**config.mk**
```make
export PLATFORM = sky130hd
export DESIGN_NAME = sha256_msg_padder
export DESIGN_NICKNAME = d
export VERILOG_FILES = /design/src/rtl/sha256_pkg.sv /design/src/rtl/sha256_msg_padder.sv
export SDC_FILE = /design/constraint.sdc
export NUM_CORES = 1
export LEC_CHECK = 0
export ABC_AREA = 1
export BUFFER_PORTS_ARGS = -buffer_cell sky130_fd_sc_hd__buf_4
export CORE_ASPECT_RATIO = 0.75
export CORE_UTILIZATION = 60
export DETAILED_ROUTE_END_ITERATION = 10
export PLACE_DENSITY = 0.82
export SYNTH_ARGS = -nofsm -noshare
export SYNTH_HDL_FRONTEND = slang
export SYNTH_SLANG_ARGS = --single-unit
```
**constraint.sdc**
```tcl
create_clock -name clk -period 5.9 [get_ports clk]
set_input_delay 0.59 -clock clk [delete_from_list [all_inputs] [get_ports clk]]
set_output_delay 0.59 -clock clk [all_outputs]
set_load 0.02 [all_outputs]
```
**src/rtl/sha256_pkg.sv**
```systemverilog
// Shared SHA-256 definitions: word type, padding constants, block count and pad-word selection.
package sha256_pkg;

    typedef logic [31:0] word_t;

    localparam word_t       PAD_MARKER      = 32'h8000_0000;
    localparam int unsigned WORDS_PER_BLOCK = 16;

    typedef enum logic [2:0] {
        ST_IDLE,
        ST_REQ,
        ST_WAIT,
        ST_EMIT,
        ST_PAD
    } pad_state_e;

    // Number of 512-bit blocks after appending the marker and the 64-bit length.
    function automatic int unsigned num_blocks(input int unsigned len);
        return (len + 32'd2) / WORDS_PER_BLOCK + 32'd1;
    endfunction

    // Word at global stream index n (n >= len) of the padded message.
    function automatic word_t pad_word(input int unsigned n, input int unsigned len);
        if (n == len) begin
            return PAD_MARKER;
        end else if (n == WORDS_PER_BLOCK * num_blocks(len) - 32'd1) begin
            return word_t'(len << 5);
        end
        return '0;
    endfunction

endpackage

```
**src/rtl/sha256_msg_padder.sv**
```systemverilog
// Reads an L-word message from 1-cycle-latency memory and streams it as padded
// SHA-256 blocks over a valid/ready interface, one word per accepted transfer.
module sha256_msg_padder
    import sha256_pkg::*;
#(
    parameter int unsigned NUM_OF_WORDS = 20
) (
    input  logic        clk,
    input  logic        reset_n,
    input  logic        start,
    input  logic [15:0] message_addr,
    output logic        busy,
    output logic        done,
    output logic        mem_clk,
    output logic        mem_we,
    output logic [15:0] mem_addr,
    input  logic [31:0] mem_read_data,
    output logic        out_valid,
    input  logic        out_ready,
    output logic [31:0] out_data,
    output logic [3:0]  out_word_idx,
    output logic [7:0]  out_block_idx,
    output logic        out_last_block
);

    localparam int unsigned MSG_LEN     = NUM_OF_WORDS;
    localparam int unsigned NUM_BLOCKS  = num_blocks(MSG_LEN);
    localparam int unsigned TOTAL_WORDS = WORDS_PER_BLOCK * NUM_BLOCKS;
    localparam int unsigned ADDR_W      = 16;
    localparam int unsigned POS_W       = 4;
    localparam int unsigned BLK_W       = 8;

    pad_state_e        state_q, state_d;
    logic [ADDR_W-1:0] base_q, base_d;
    logic [ADDR_W-1:0] msg_idx_q, msg_idx_d;
    logic [POS_W-1:0]  pos_q, pos_d;
    logic [BLK_W-1:0]  blk_q, blk_d;
    logic              busy_q, busy_d;
    logic              done_q, done_d;
    logic              out_valid_q, out_valid_d;
    word_t             out_data_q, out_data_d;
    logic              last_block_q, last_block_d;
    logic [ADDR_W-1:0] mem_addr_q, mem_addr_d;

    logic                   accept;
    logic [POS_W-1:0]       pos_nxt;
    logic [BLK_W-1:0]       blk_nxt;
    logic [BLK_W+POS_W-1:0] n_cur;
    logic [BLK_W+POS_W-1:0] n_nxt;

    // Next-state and output computation.
    always_comb begin
        state_d      = state_q;
        base_d       = base_q;
        msg_idx_d    = msg_idx_q;
        pos_d        = pos_q;
        blk_d        = blk_q;
        busy_d       = busy_q;
        done_d       = 1'b0;
        out_valid_d  = out_valid_q;
        out_data_d   = out_data_q;
        last_block_d = last_block_q;
        mem_addr_d   = mem_addr_q;

        accept  = out_valid_q && out_ready;
        pos_nxt = pos_q + POS_W'(1);
        blk_nxt = (pos_q == POS_W'(WORDS_PER_BLOCK - 1)) ? blk_q + BLK_W'(1) : blk_q;
        n_cur   = {blk_q, pos_q};
        n_nxt   = {blk_nxt, pos_nxt};

        unique case (state_q)
            ST_IDLE: begin
                if (start) begin
                    base_d       = message_addr;
                    msg_idx_d    = '0;
                    pos_d        = '0;
                    blk_d        = '0;
                    busy_d       = 1'b1;
                    mem_addr_d   = message_addr;
                    last_block_d = (NUM_BLOCKS == 32'd1);
                    state_d      = ST_REQ;
                end
            end
            ST_REQ: begin
                state_d = ST_WAIT;
            end
            ST_WAIT: begin
                out_data_d  = mem_read_data;
                out_valid_d = 1'b1;
                state_d     = ST_EMIT;
            end
            ST_EMIT: begin
                if (accept) begin
                    msg_idx_d    = msg_idx_q + ADDR_W'(1);
                    pos_d        = pos_nxt;
                    blk_d        = blk_nxt;
                    last_block_d = (32'(blk_nxt) == NUM_BLOCKS - 32'd1);
                    if (32'(msg_idx_q) + 32'd1 < MSG_LEN) begin
                        out_valid_d = 1'b0;
                        mem_addr_d  = base_q + msg_idx_q + ADDR_W'(1);
                        state_d     = ST_REQ;
                    end else begin
                        out_data_d = pad_word(32'(n_nxt), MSG_LEN);
                        state_d    = ST_PAD;
                    end
                end
            end
            ST_PAD: begin
                if (accept) begin
                    if (32'(n_cur) == TOTAL_WORDS - 32'd1) begin
                        out_valid_d = 1'b0;
                        busy_d      = 1'b0;
                        done_d      = 1'b1;
                        state_d     = ST_IDLE;
                    end else begin
                        pos_d        = pos_nxt;
                        blk_d        = blk_nxt;
                        last_block_d = (32'(blk_nxt) == NUM_BLOCKS - 32'd1);
                        out_data_d   = pad_word(32'(n_nxt), MSG_LEN);
                    end
                end
            end
            default: begin
                state_d = ST_IDLE;
            end
        endcase
    end

    always_ff @(posedge clk or negedge reset_n) begin
        if (!reset_n) begin
            state_q      <= ST_IDLE;
            base_q       <= '0;
            msg_idx_q    <= '0;
            pos_q        <= '0;
            blk_q        <= '0;
            busy_q       <= 1'b0;
            done_q       <= 1'b0;
            out_valid_q  <= 1'b0;
            out_data_q   <= '0;
            last_block_q <= 1'b0;
            mem_addr_q   <= '0;
        end else begin
            state_q      <= state_d;
            base_q       <= base_d;
            msg_idx_q    <= msg_idx_d;
            pos_q        <= pos_d;
            blk_q        <= blk_d;
            busy_q       <= busy_d;
            done_q       <= done_d;
            out_valid_q  <= out_valid_d;
            out_data_q   <= out_data_d;
            last_block_q <= last_block_d;
            mem_addr_q   <= mem_addr_d;
        end
    end

    assign mem_clk        = clk;
    assign mem_we         = 1'b0;
    assign mem_addr       = mem_addr_q;
    assign busy           = busy_q;
    assign done           = done_q;
    assign out_valid      = out_valid_q;
    assign out_data       = out_data_q;
    assign out_word_idx   = pos_q;
    assign out_block_idx  = blk_q;
    assign out_last_block = last_block_q;

endmodule
```
# Word level (Yosys, flattened, before mapping)
# Cells that the tools add are included.
# word_totals
ff_bits	99
latch_bits	0
ramBits	0
rom_bits	0
input_bits	52
word_cells	104
mem_count	0
# classes
add_sub_neg	6
n_mul	0
n_div	0
order_cmp	1
n_eq_ne	16
shifts	0
n_mux	56
n_bitwise	0
reduce_logical	14
# ops
cell	count
$mux W32	8
$pmux W32 S3	1
$mux W16	5
$pmux W16 S2	2
$mux W8	5
$eq A12 B5 Y1 const B	3
$add A16 B1 Y16 const B	2
$pmux W8 S3	1
$mux W1	20
$add A16 B1 Y17 const B	1
$lt A17 B5 Y1 const B	1
$add A16 B16 Y16	1
$mux W4	4
$mux W3	5
$pmux W3 S5	1
$reduce_and A5 Y1	3
$ne A2 B2 Y1 const B	7
$pmux W4 S3	1
$reduce_and A4 Y1	3
$add A8 B1 Y8 const B	1
$eq A8 B1 Y1 const B	1
$eq A3 B2 Y1 const B	2
$pmux W1 S3	2
$reduce_bool A3 Y1	2
10 further kinds	11

# Longest topological paths before layout
# Gate-level depths: netlist (run 1).
# depth
depth_word	12
mapped_depth	16

==> results of run 1 <==
final cells by class:
type,instances,share of cell area [%]
multi-input cells,555,40.8
clock inverters,7,0.859
inverters,66,3.54
repair buffers,118,12.7
flip-flops and latches,99,35.4
clock buffers,13,4.40
well taps,128,2.29
cell families after synthesis:
family / after synthesis / synth area share, %
multiplexers: 9 / 1.77
XOR/XNOR: 18 / 2.76
AND/OR/NAND/NOR: 392 / 29.7
buffers and inverters: 88 / 6.81
AO/OA/AOI/OAI: 114 / 10.8
adder cells (fa/ha/maj): 21 / 4.73
flip-flops: 99 / 43.3
other: 1 / 0.0656
per-stage QoR:
step / instance area [sq um] / total power [uW] / setup WS (ns) / hold slack, ns / instances
2_1_floorplan: 5720 / 713 / 2.23 / 0.294 / 742
3_3_place_gp: 6630 / 754 / 2.23 / 0.456 / 967
3_5_place_dp: 6630 / 755 / 2.23 / 0.461 / 967
4_1_cts: 6990 / 1430 / 1.96 / 0.0260 / 986
5_1_grt: 6990 / 1450 / 1.96 / 0.0456 / 986
6_report: 6990 / 1420 / 1.97 / 0.0201 / 986
metal layers:
metal / share of wire, % / routed length (microns) / global-route usage, %
met1: 46 / 6890 / 44.5
met2: 45 / 6700 / 48.5
met3: 7.5 / 1120 / 6.08
met4: 1.2 / 178 / 11.5
met5: 0 / 0 / 0
synthesized netlist by cell type, drive strengths merged, types with 3 or more instances:
library cell	count	area share, %
ha	20	4.4
dfrtp	99	43
o22ai	16	1.8
buf	14	1.9
clkbuf	8	0.53
nor3	8	0.90
xnor2	3	0.46
a21oi	17	1.5
nand2	254	17
o21ai	72	6.4
inv	66	4.3
xor2	15	2.3
nand3	65	6.1
nand4	6	0.66
mux2	9	1.8
a21o	3	0.39
nor2	55	4.2
power groups by stage:
stage / Combinational [uW] / Sequential, uW / Clock (uW)
finish: 42.8 / 678 / 695
global placement: 42.9 / 691 / 19.8
detailed placement: 43.4 / 691 / 19.8
CTS: 43.6 / 678 / 704
global route: 47.9 / 678 / 728
floorplan: 2.12 / 692 / 19.8
registers in the layout (all words and copies together) (netlist names):
name	count
out_word_idx	4
mem_addr	16
out_valid	1
done	1
out_block_idx	8
out_last_block	1
busy	1
msg_idx_q	16
base_q	16
out_data	32
state_q	3
how the worst max path moves through the flow:
stage / cells past startpoint / to / start
floorplan: 1 / mem_clk / clk
global placement: 1 / mem_clk / clk
detailed placement: 1 / mem_clk / clk
CTS: 3 / mem_clk / clk
global route: 3 / mem_clk / clk
finish: 3 / mem_clk / clk
worst reg2reg max path: cells and delay by family, from the launching register on:
kind	cells	cell delay, ns
AO/OA/AOI/OAI	2	1.25
AND/OR/NAND/NOR	2	1.23
flip-flops	1	0.43
buffers and inverters	1	0.34
==> results by group, run 1 <==
Layout
  • Share of layout cells above drive strength 1: 20.2%
  • Area delta synth->final: 22.3%
  • Fill cell count: 739
  • Inserted Diodes: 0
  • Multi-input logic area: 2850 sq um
  • Util after Layout: 76.4%
  • Commonest non-fill, non-tap cell in the layout: nand2_1
  • Commonest non-fill, non-tap cells in the layout: nand2_1, buf_4, dfrtp_1
  • Sequential cell area: 2480 sq um
  • Final nets: 926

Route
  • Via density: 5.55
  • ANT nets after route: 0
  • DR DRC count: 0
  • DR iter-0 viols: 339
  • Via count: 5468
  • Final WL: 14.9 mm
  • TritonRoute pass-1 iters: 5
  • WL per Instance: 15.1 microns

Timing
  • Actual slew at the worst max-slew pin: 1.19 ns
  • RSZ-0062 raised after global routing: no
  • Slew HR: 20.2%
  • Max-slew violations: 0
  • Clock skew: 0.00925 ns
  • Setup TNS: 0 ns
  • Hold Violations, Final: 0
  • Endpoints failing setup: 0

Floorplan
  • Core Footprint: 9160 sq um
  • Num rows: 30
  • IO Pins: 118
  • Die Area: 9930 sq um
  • Die span in x: 115 microns
  • Starting Density: 62.4%
  • Die H: 86.5 microns

Setup path
  • Worst Setup End Kind: output port
  • Slowest stage delay, CP: 0.14 ns
  • Crit-path max FO: 2
  • Worst Path Buf+Inv: 3
  • Critical path startpoint category: clock port
  • Most used cell, CP: clkbuf_16
  • Critical Path RT: 5.31 ns
  • R2r endpoint: out_word_idx[1]$_DFFE_PN0P_
  • R2r setup slk: 2.55 ns
  • Reg-to-reg startpoint: state_q[2]$_DFFE_PN0P_
  • CP max stage cell: buf_4
  • Arr. time, crit path: 3.34 ns
  • Crit path kind: clk2out
  • R2R cell count: 5
  • Delay-heaviest family, CP: buffers and inverters
  • Crit-path cells: clkbuf_16, clkbuf_16, buf_4

Logic synthesis
  • Number of flops mapped to enable cells by yosys: 0
  • Ys flop type: dfrtp_1
  • Post-Synthesis Cells: 742
  • Post-synthesis cell type count: 39
  • Yosys warnings: 0
  • Syn Std Cell Area: 5720 sq um
  • Syn Nets: 815
  • Syn Area/Cell: 7.71 sq um
  • Sequential area share after synthesis: 43.3%
  • FF+latch count, synth: 99
  • Ys async rst share: 100%

Power
  • Clk network pwr share: 49.1%
  • Worst vdd ir: 175 uV
  • Comb pwr share: 3.0%
  • Psw: 328 uW
  • PwrDens: 203 nW/um^2
  • Lkg Pwr: 0.00381 uW
  • Sw frac: 23.1%
  • Flop pwr share: 47.9%
  • Internal: 1090 uW

Placed design
  • RD Place Congestion: 0.939
  • Port bufs: 116
  • Post-DP HPWL: 10.9 mm

Global routing
  • Antenna violations before repair: 0
  • GRT Util Overall: 31.5%
  • Number of global-route vias before repair: 5125
  • Global-route wire length before repair: 23.9 mm
  • Largest net degree at the start of global routing: 75
  • GRT overflow: 0

Clocking
  • CTS clk-pin slew, worst paths: 0.07 ns
  • Clock network latency to the later pin of the worst-skew pair: 0.47 ns
  • TritonCTS clock tree: yes
  • Post-CTS setup buffers: 0
  • Post-cts sizing count: 0
  • Hold Buf Count CTS: 0

Status
  • Status: completed

Flow run
  • Max Cap Viol: 0

Hold path
  • Hold Path Class: in2async
Note: power is estimated with default switching activity, not from simulation.
==> inputs of run 2 (changes only) <==
--- a/config.mk
+++ b/config.mk
@@ -8,9 +8,9 @@
 export ABC_AREA = 1
 export BUFFER_PORTS_ARGS = -buffer_cell sky130_fd_sc_hd__buf_4
 export CORE_ASPECT_RATIO = 0.75
-export CORE_UTILIZATION = 60
+export CORE_UTILIZATION = 56
 export DETAILED_ROUTE_END_ITERATION = 10
-export PLACE_DENSITY = 0.82
+export PLACE_DENSITY = 0.77
 export SYNTH_ARGS = -nofsm -noshare
 export SYNTH_HDL_FRONTEND = slang
 export SYNTH_SLANG_ARGS = --single-unit
==> constraint.sdc (replaced) <==
create_clock -name clk -period 3.9 [get_ports clk]
set_input_delay 0.39 -clock clk [delete_from_list [all_inputs] [get_ports clk]]
set_output_delay 0.39 -clock clk [all_outputs]
set_load 0.02 [all_outputs]
==> results by group, run 2 (synthesis gave the netlist of run 1 again) <==
Setup path
  • Slowest stage delay, CP: 0.88 ns (was 0.14 ns)
  • Crit-path max FO: 15 (was 2)
  • Critical path startpoint category: flip-flop (was clock port)
  • WP depth: 8 (was 3)
  • Critical Path RT: 4.27 ns (was 5.31 ns)
  • Worst setup path endpoint: out_word_idx[1]$_DFFE_PN0P_ (was mem_clk)
  • Crit. Startpoint: out_word_idx[0]$_DFFE_PN0P_ (was clk)
  • Reg-to-reg startpoint: out_word_idx[0]$_DFFE_PN0P_ (was state_q[2]$_DFFE_PN0P_)
  • CP max stage cell: a31oi_1 (was buf_4)
  • R2r endpoint: out_word_idx[1]$_DFFE_PN0P_ (unchanged)
  • Worst Setup End Kind: flip-flop (was output port)
  • Crit-path cells: ha_1, nand3_1, nor3_1, nand2_1, nand2_1, a31oi_1, nand2_1, o21ai_0 (was clkbuf_16, clkbuf_16, buf_4)
  • R2R cell count: 8 (was 5)
  • Arr. time, crit path: 3.45 ns (was 3.34 ns)
  • Worst Path Buf+Inv: 0 (was 3)
  • R2r setup slk: 0.82 ns (was 2.55 ns)
  • Crit path kind: reg2reg (was clk2out)
  • Most used cell, CP: nand2_1 (was clkbuf_16)
  • Delay-heaviest family, CP: compound AO/OA/AOI/OAI gates (was buffers and inverters)

Timing
  • Slew HR: 19.1% (was 20.2%)
  • Fmax achieved: 0.325 GHz
  • Actual slew at the worst max-slew pin: 1.21 ns (was 1.19 ns)
  • Hold WS: -0.0121 ns (was 0.0201 ns)
  • Hold Violations, Final: 7 (was 0)
  • Final period util: 78.9%
  • Minimum clock period: 3.08 ns
  • Max-slew violations: 0 (unchanged)
  • RSZ-0062 raised after global routing: no (unchanged)
  • Endpoints failing setup: 0 (unchanged)
  • Clock skew: 0.00988 ns (was 0.00925 ns)
  • Setup TNS: 0 ns (unchanged)

Global routing
  • Largest net degree at the start of global routing: 63 (was 75)
  • GRT Util Overall: 29.2% (was 31.5%)
  • Global-route wire length before repair: 23.9 mm (about the same)
  • Antenna violations before repair: 0 (unchanged)
  • Number of global-route vias before repair: 4834 (was 5125)
  • GRT overflow: 0 (unchanged)

Layout
  • Largest register FFs: 32 (unchanged)
  • Util after Layout: 71.9% (was 76.4%)
  • Commonest non-fill, non-tap cell in the layout: nand2_1 (unchanged)
  • Commonest non-fill, non-tap cells in the layout: nand2_1, buf_4, dfrtp_1 (unchanged)
  • Share of layout cells above drive strength 1: 20.3% (was 20.2%)
  • Inserted Diodes: 0 (unchanged)
  • Final nets: 928 (was 926)
  • Post-route cell area: 7020 sq um (was 6990 sq um)
  • Fill cell count: 807 (was 739)
  • Area delta synth->final: 22.8% (was 22.3%)

Clocking
  • Hold Buf Count CTS: 0 (unchanged)
  • TritonCTS clock tree: yes (unchanged)
  • Post-CTS setup buffers: 0 (unchanged)
  • CTS clk-pin slew, worst paths: 0.07 ns (about the same)
  • Clock network latency to the later pin of the worst-skew pair: 0.47 ns (about the same)
  • Post-cts sizing count: 0 (unchanged)

Hold path
  • Hold Path Class: in2async (unchanged)

Placed design
  • Post-DP HPWL: 11.0 mm (was 10.9 mm)
  • Port bufs: 116 (unchanged)
  • RD Place Congestion: 0.903 (was 0.939)
  • Placement Cell Area: 6650 sq um (was 6630 sq um)

Floorplan
  • Core Footprint: 9770 sq um (was 9160 sq um)
  • Die H: 89.5 microns (was 86.5 microns)
  • Num rows: 31 (was 30)
  • IO Pins: 118 (unchanged)
  • Starting Density: 58.5% (was 62.4%)
  • Die Area: 10600 sq um (was 9930 sq um)
  • Die span in x: 119 microns (was 115 microns)

Route
  • DR iter-0 viols: 389 (was 339)
  • Via density: 5.47 (was 5.55)
  • Final WL: 14.8 mm (was 14.9 mm)
  • WL per Instance: 15.0 microns (was 15.1 microns)
  • TritonRoute pass-1 iters: 5 (unchanged)
  • DR DRC count: 0 (unchanged)
  • Via count: 5424 (was 5468)
  • ANT nets after route: 0 (unchanged)

Power
  • Worst vdd ir: 231 uV (was 175 uV)
  • Tot Pwr: 2160 uW (was 1420 uW)
  • Lkg Pwr: 0.00383 uW (was 0.00381 uW)
  • PwrDens: 307 nW/um^2 (was 203 nW/um^2)

Status
  • Violated checks: hold timing
  • Status: finished with violations (was completed)

Flow run
  • Max Cap Viol: 0 (unchanged)
-- run 2: changes by cell type in the layout (fill, tap and decap cells not counted), sizes merged --
cell / previous run / this run
buf: 119 / 121
clkinv: 0 / 3
clkinvlp: 3 / 1
inv: 70 / 69
-- run 2: layer usage --
layer / GRT usage, % / routed length [microns]
met3: 6.25 / 1100
met2: 42.8 / 6350
met5: 0 / 0
met1: 43.5 / 7210
met4: 8.75 / 178
-- run 2: layout make-up --
| class | instances | area [sq um] | area share (%) |
|---|---|---|---|
| clock inverters | 7 | 70.1 | 0.998 |
| inverters | 66 | 248 | 3.53 |
| well taps | 132 | 165 | 2.35 |
| clock buffers | 13 | 308 | 4.38 |
| repair buffers | 120 | 901 | 12.8 |
| multi-input cells | 555 | 2850 | 40.6 |
| flip-flops and latches | 99 | 2480 | 35.3 |
-- run 2: worst min path at each step --
stage	depth (start not counted)	end
floorplan	0	base_q[0]$_DFFE_PN0P_
global placement	2	mem_addr[6]$_DFFE_PN0P_
CTS	2	mem_addr[14]$_DFFE_PN0P_
finish	2	mem_addr[14]$_DFFE_PN0P_
detailed placement	2	mem_addr[12]$_DFFE_PN0P_
global route	2	mem_addr[14]$_DFFE_PN0P_
-- run 2: power by group --
part,internal [uW],total [uW],switching [uW]
logic,33.7,65.7,32.0
registers,1030,1030,0
clock network,594,1060,471
-- run 2: through the flow --
stage | std cells | setup slack, ns
2_1_floorplan | 742 | 1.43
3_3_place_gp | 973 | 1.02
3_5_place_dp | 973 | 0.916
4_1_cts | 992 | 0.898
5_1_grt | 992 | 0.513
6_report | 992 | 0.821
==> inputs of run 3 (changes only) <==
--- a/config.mk
+++ b/config.mk
@@ -5,10 +5,10 @@
 export SDC_FILE = /design/constraint.sdc
 export NUM_CORES = 1
 export LEC_CHECK = 0
-export ABC_AREA = 1
+export ABC_AREA = 0
 export BUFFER_PORTS_ARGS = -buffer_cell sky130_fd_sc_hd__buf_4
 export CORE_ASPECT_RATIO = 0.75
-export CORE_UTILIZATION = 56
+export CORE_UTILIZATION = 55
 export DETAILED_ROUTE_END_ITERATION = 10
 export PLACE_DENSITY = 0.77
 export SYNTH_ARGS = -nofsm -noshare
==> constraint.sdc (replaced) <==
create_clock -name clk -period 2.95 [get_ports clk]
set_input_delay 0.295 -clock clk [delete_from_list [all_inputs] [get_ports clk]]
set_output_delay 0.295 -clock clk [all_outputs]
set_load 0.02 [all_outputs]
==> results by group, run 3 <==
Setup path
  • Reg-to-reg startpoint: msg_idx_q[12]$_DFFE_PN0P_ (was out_word_idx[0]$_DFFE_PN0P_)
  • Arr. time, crit path: 3.25 ns (was 3.45 ns)
  • Critical Path RT: 3.34 ns (was 4.27 ns)
  • R2r setup slk: 0.09 ns (was 0.82 ns)
  • Crit-path max FO: 29 (was 15)
  • Worst Setup End Kind: flip-flop (unchanged)
  • R2R cell count: 8 (unchanged)
  • R2r endpoint: out_data[26]$_DFFE_PN0P_ (was out_word_idx[1]$_DFFE_PN0P_)
  • Crit path kind: reg2reg (unchanged)
  • Critical path startpoint category: flip-flop (unchanged)

Placed design
  • RD Place Congestion: 0.922 (was 0.903)
  • Inst Count DP: 797 (was 973)
  • Port bufs: 116 (unchanged)
  • Place WS: 0.0847 ns (was 0.916 ns)
  • Post-DP HPWL: 10.2 mm (was 11.0 mm)

Layout
  • Commonest non-fill, non-tap cell in the layout: buf_4 (was nand2_1)
  • Multi-input logic area: 2710 sq um (was 2850 sq um)
  • Final nets: 757 (was 928)
  • Largest register FFs: 32 (unchanged)
  • Util after Layout: 74.3% (was 71.9%)
  • Sequential cell area: 2480 sq um (about the same)
  • Fin cells: 817 (was 992)
  • Fill cell count: 674 (was 807)
  • Share of layout cells above drive strength 1: 27.6% (was 20.3%)
  • Area delta synth->final: 27.5% (was 22.8%)
  • Commonest non-fill, non-tap cells in the layout: buf_4, dfrtp_1, o21ai_0 (was nand2_1, buf_4, dfrtp_1)
  • Inserted Diodes: 0 (unchanged)

Power
  • PwrDens: 881 nW/um^2 (was 307 nW/um^2)
  • Worst vdd ir: 683 uV (was 231 uV)
  • Lkg Pwr: 0.00329 uW (was 0.00383 uW)

Route
  • DR DRC count: 0 (unchanged)
  • ANT nets after route: 0 (unchanged)
  • Final WL: 14.4 mm (was 14.8 mm)
  • DR iter-0 viols: 437 (was 389)
  • Via count: 4870 (was 5424)
  • TritonRoute pass-1 iters: 7 (was 5)
  • WL per Instance: 17.6 microns (was 15.0 microns)
  • Via density: 5.96 (was 5.47)

Logic synthesis
  • Ys async rst share: 100% (unchanged)
  • Most frequent cells after synthesis: dfrtp_1, o21ai_0, nand2_1 (was nand2_1, dfrtp_1, o21ai_0)
  • Syn Area/Cell: 9.61 sq um (was 7.71 sq um)
  • FF+latch count, synth: 99 (unchanged)
  • Post-Synthesis Cells: 562 (was 742)
  • Leading area contributor after synthesis: dfrtp_1 (unchanged)
  • Sequential area share after synthesis: 45.9% (was 43.3%)
  • Syn Std Cell Area: 5400 sq um (was 5720 sq um)
  • Top cells by area, synth: dfrtp_1, o21ai_0, a22o_1 (was dfrtp_1, nand2_1, o21ai_0)
  • Yosys top cell area share: 45.9% (was 43.3%)
  • Syn Nets: 635 (was 815)
  • Yosys warnings: 0 (unchanged)
  • Ys flop type: dfrtp_1 (unchanged)
  • Most frequent cell after synthesis: dfrtp_1 (was nand2_1)
  • Number of flops mapped to enable cells by yosys: 0 (unchanged)
  • Post-synthesis cell type count: 63 (was 39)

Timing
  • Final period util: 96.9% (was 78.9%)
  • Slew HR: 24.0% (was 19.1%)
  • Setup TNS: 0 ns (unchanged)
  • Max-slew violations: 0 (unchanged)
  • Minimum clock period: 2.86 ns (was 3.08 ns)
  • Fmax achieved: 0.350 GHz (was 0.325 GHz)
  • Final worst slack: 0.0910 ns (was 0.821 ns)
  • RSZ-0062 raised after global routing: yes (was no)
  • Actual slew at the worst max-slew pin: 1.14 ns (was 1.21 ns)
  • Clock skew: 0.00592 ns (was 0.00988 ns)
  • Endpoints failing setup: 0 (unchanged)
  • Hold Violations, Final: 0 (was 7)
  • Hold WS: 0.0497 ns (was -0.0121 ns)

Floorplan
  • Die span in x: 116 microns (was 119 microns)
  • Die Area: 10200 sq um (was 10600 sq um)
  • Starting Density: 58.2% (was 58.5%)
  • Die H: 87.8 microns (was 89.5 microns)
  • IO Pins: 118 (unchanged)
  • Num rows: 30 (was 31)
  • Core Footprint: 9270 sq um (was 9770 sq um)

Hold path
  • Hold endpoint: base_q[0]$_DFFE_PN0P_
  • Min-delay src: message_addr[0]
  • Hold Path Class: in2reg (was in2async)
  • Hold Path Cell Cnt: 3

Global routing
  • Antenna violations before repair: 0 (unchanged)
  • GRT overflow: 0 (unchanged)
  • GR Util met2: 45.7% (was 42.8%)
  • Met1 usage: 42.4% (was 43.5%)
  • Met3 usage: 6.64% (was 6.25%)
  • Global-route wire length before repair: 23.2 mm (was 23.9 mm)
  • Largest net degree at the start of global routing: 57 (was 63)
  • Number of global-route vias before repair: 4647 (was 4834)
  • GRT Util Overall: 29.7% (was 29.2%)
  • Layer with the highest usage: met2 (was met1)

Clocking
  • Clock network latency to the later pin of the worst-skew pair: 0.46 ns (was 0.47 ns)
  • TritonCTS clock tree: yes (unchanged)
  • Post-CTS setup buffers: 0 (unchanged)
  • CTS clk-pin slew, worst paths: 0.07 ns (about the same)

Status
  • Status: completed (was finished with violations)

Flow run
  • Max Cap Viol: 0 (unchanged)
[run 3: changes by cell type in the layout (fill, tap and decap cells not counted), sizes merged, moves of 9 or more]
cell and delta:
nand2 -194, o22ai -13, nand3 -43, buf +19
xor2 -13, o31ai +9, a22o +29, xnor2 +10
nor2 -11, mux2 +10, inv -52, a21oi +14
[run 3: power by group]
group | total [uW] | switching, uW | leakage (uW) | internal, uW
combinational | 2430 | 1320 | 0.00184 | 1100
clock | 1470 | 588 | 0.000189 | 880
sequential | 2170 | 383 | 0.00126 | 1790
total | 6060 | 2290 | 0.00329 | 3770
[run 3: worst max-delay path, stage by stage (launching register included)]
cell,delay [ns]
dfrtp_1,0.51
nand3_1,0.25
nor4_4,0.38
mux2_1,0.36
o31ai_1,0.25
and4b_2,0.36
o311a_1,0.19
buf_4,0.30
a22o_1,0.19
[run 3: timing repair]
action / in CTS / in global routing
resized for setup: 0 / 5
hold endpoints to repair: 55 / 0
hold buffers: 1 / 0
setup endpoints to repair: 0 / 47
[run 3: worst max-delay path by stage]
stage	start	end	slack (ns)	cells past startpoint
2_1_floorplan	msg_idx_q[1]$_DFFE_PN0P_	out_data[10]$_DFFE_PN0P_	0.40	11
3_3_place_gp	msg_idx_q[5]$_DFFE_PN0P_	out_data[2]$_DFFE_PN0P_	0.18	8
3_5_place_dp	msg_idx_q[5]$_DFFE_PN0P_	out_data[24]$_DFFE_PN0P_	0.08	8
4_1_cts	msg_idx_q[5]$_DFFE_PN0P_	out_data[26]$_DFFE_PN0P_	0.01	8
5_1_grt	msg_idx_q[3]$_DFFE_PN0P_	out_data[24]$_DFFE_PN0P_	-0.03	8
6_report	msg_idx_q[12]$_DFFE_PN0P_	out_data[26]$_DFFE_PN0P_	0.09	8
[run 3: cell type report]
cell class,instances,area share (%)
clock buffers,14,4.67
well taps,128,2.33
inverters,16,0.872
flip-flops and latches,99,36.0
repair buffers,140,15.7
clock inverters,6,1.07
multi-input cells,414,39.4
[run 3: per-layer routing]
metal | vias up | part of all wire (%)
met2 | 204 | 46
li1 | 2296 | -
met1 | 2349 | 47
met3 | 21 | 6.2
met5 | - | 0
met4 | 0 | 0.97
[run 3: cell families after synthesis]
group,synth area share [%]
xor gates and xnor gates,2.43
DFF,45.9
other,0.0694
and+or+nand+nor,16.1
buffers and inverters,4.31
adders and majority gates,5.00
AOI/OAI and AO/OA,21.3
muxes,4.89
[run 3: per-stage QoR]
| stage | power (uW) | instance area (sq um) |
|---|---|---|
| after floorplan | 3610 | 5400 |
| final | 6060 | 6890 |
| after detailed placement | 4630 | 6470 |
| after global placement | 4540 | 6470 |
| after global routing | 6410 | 6890 |
| after CTS | 6070 | 6870 |
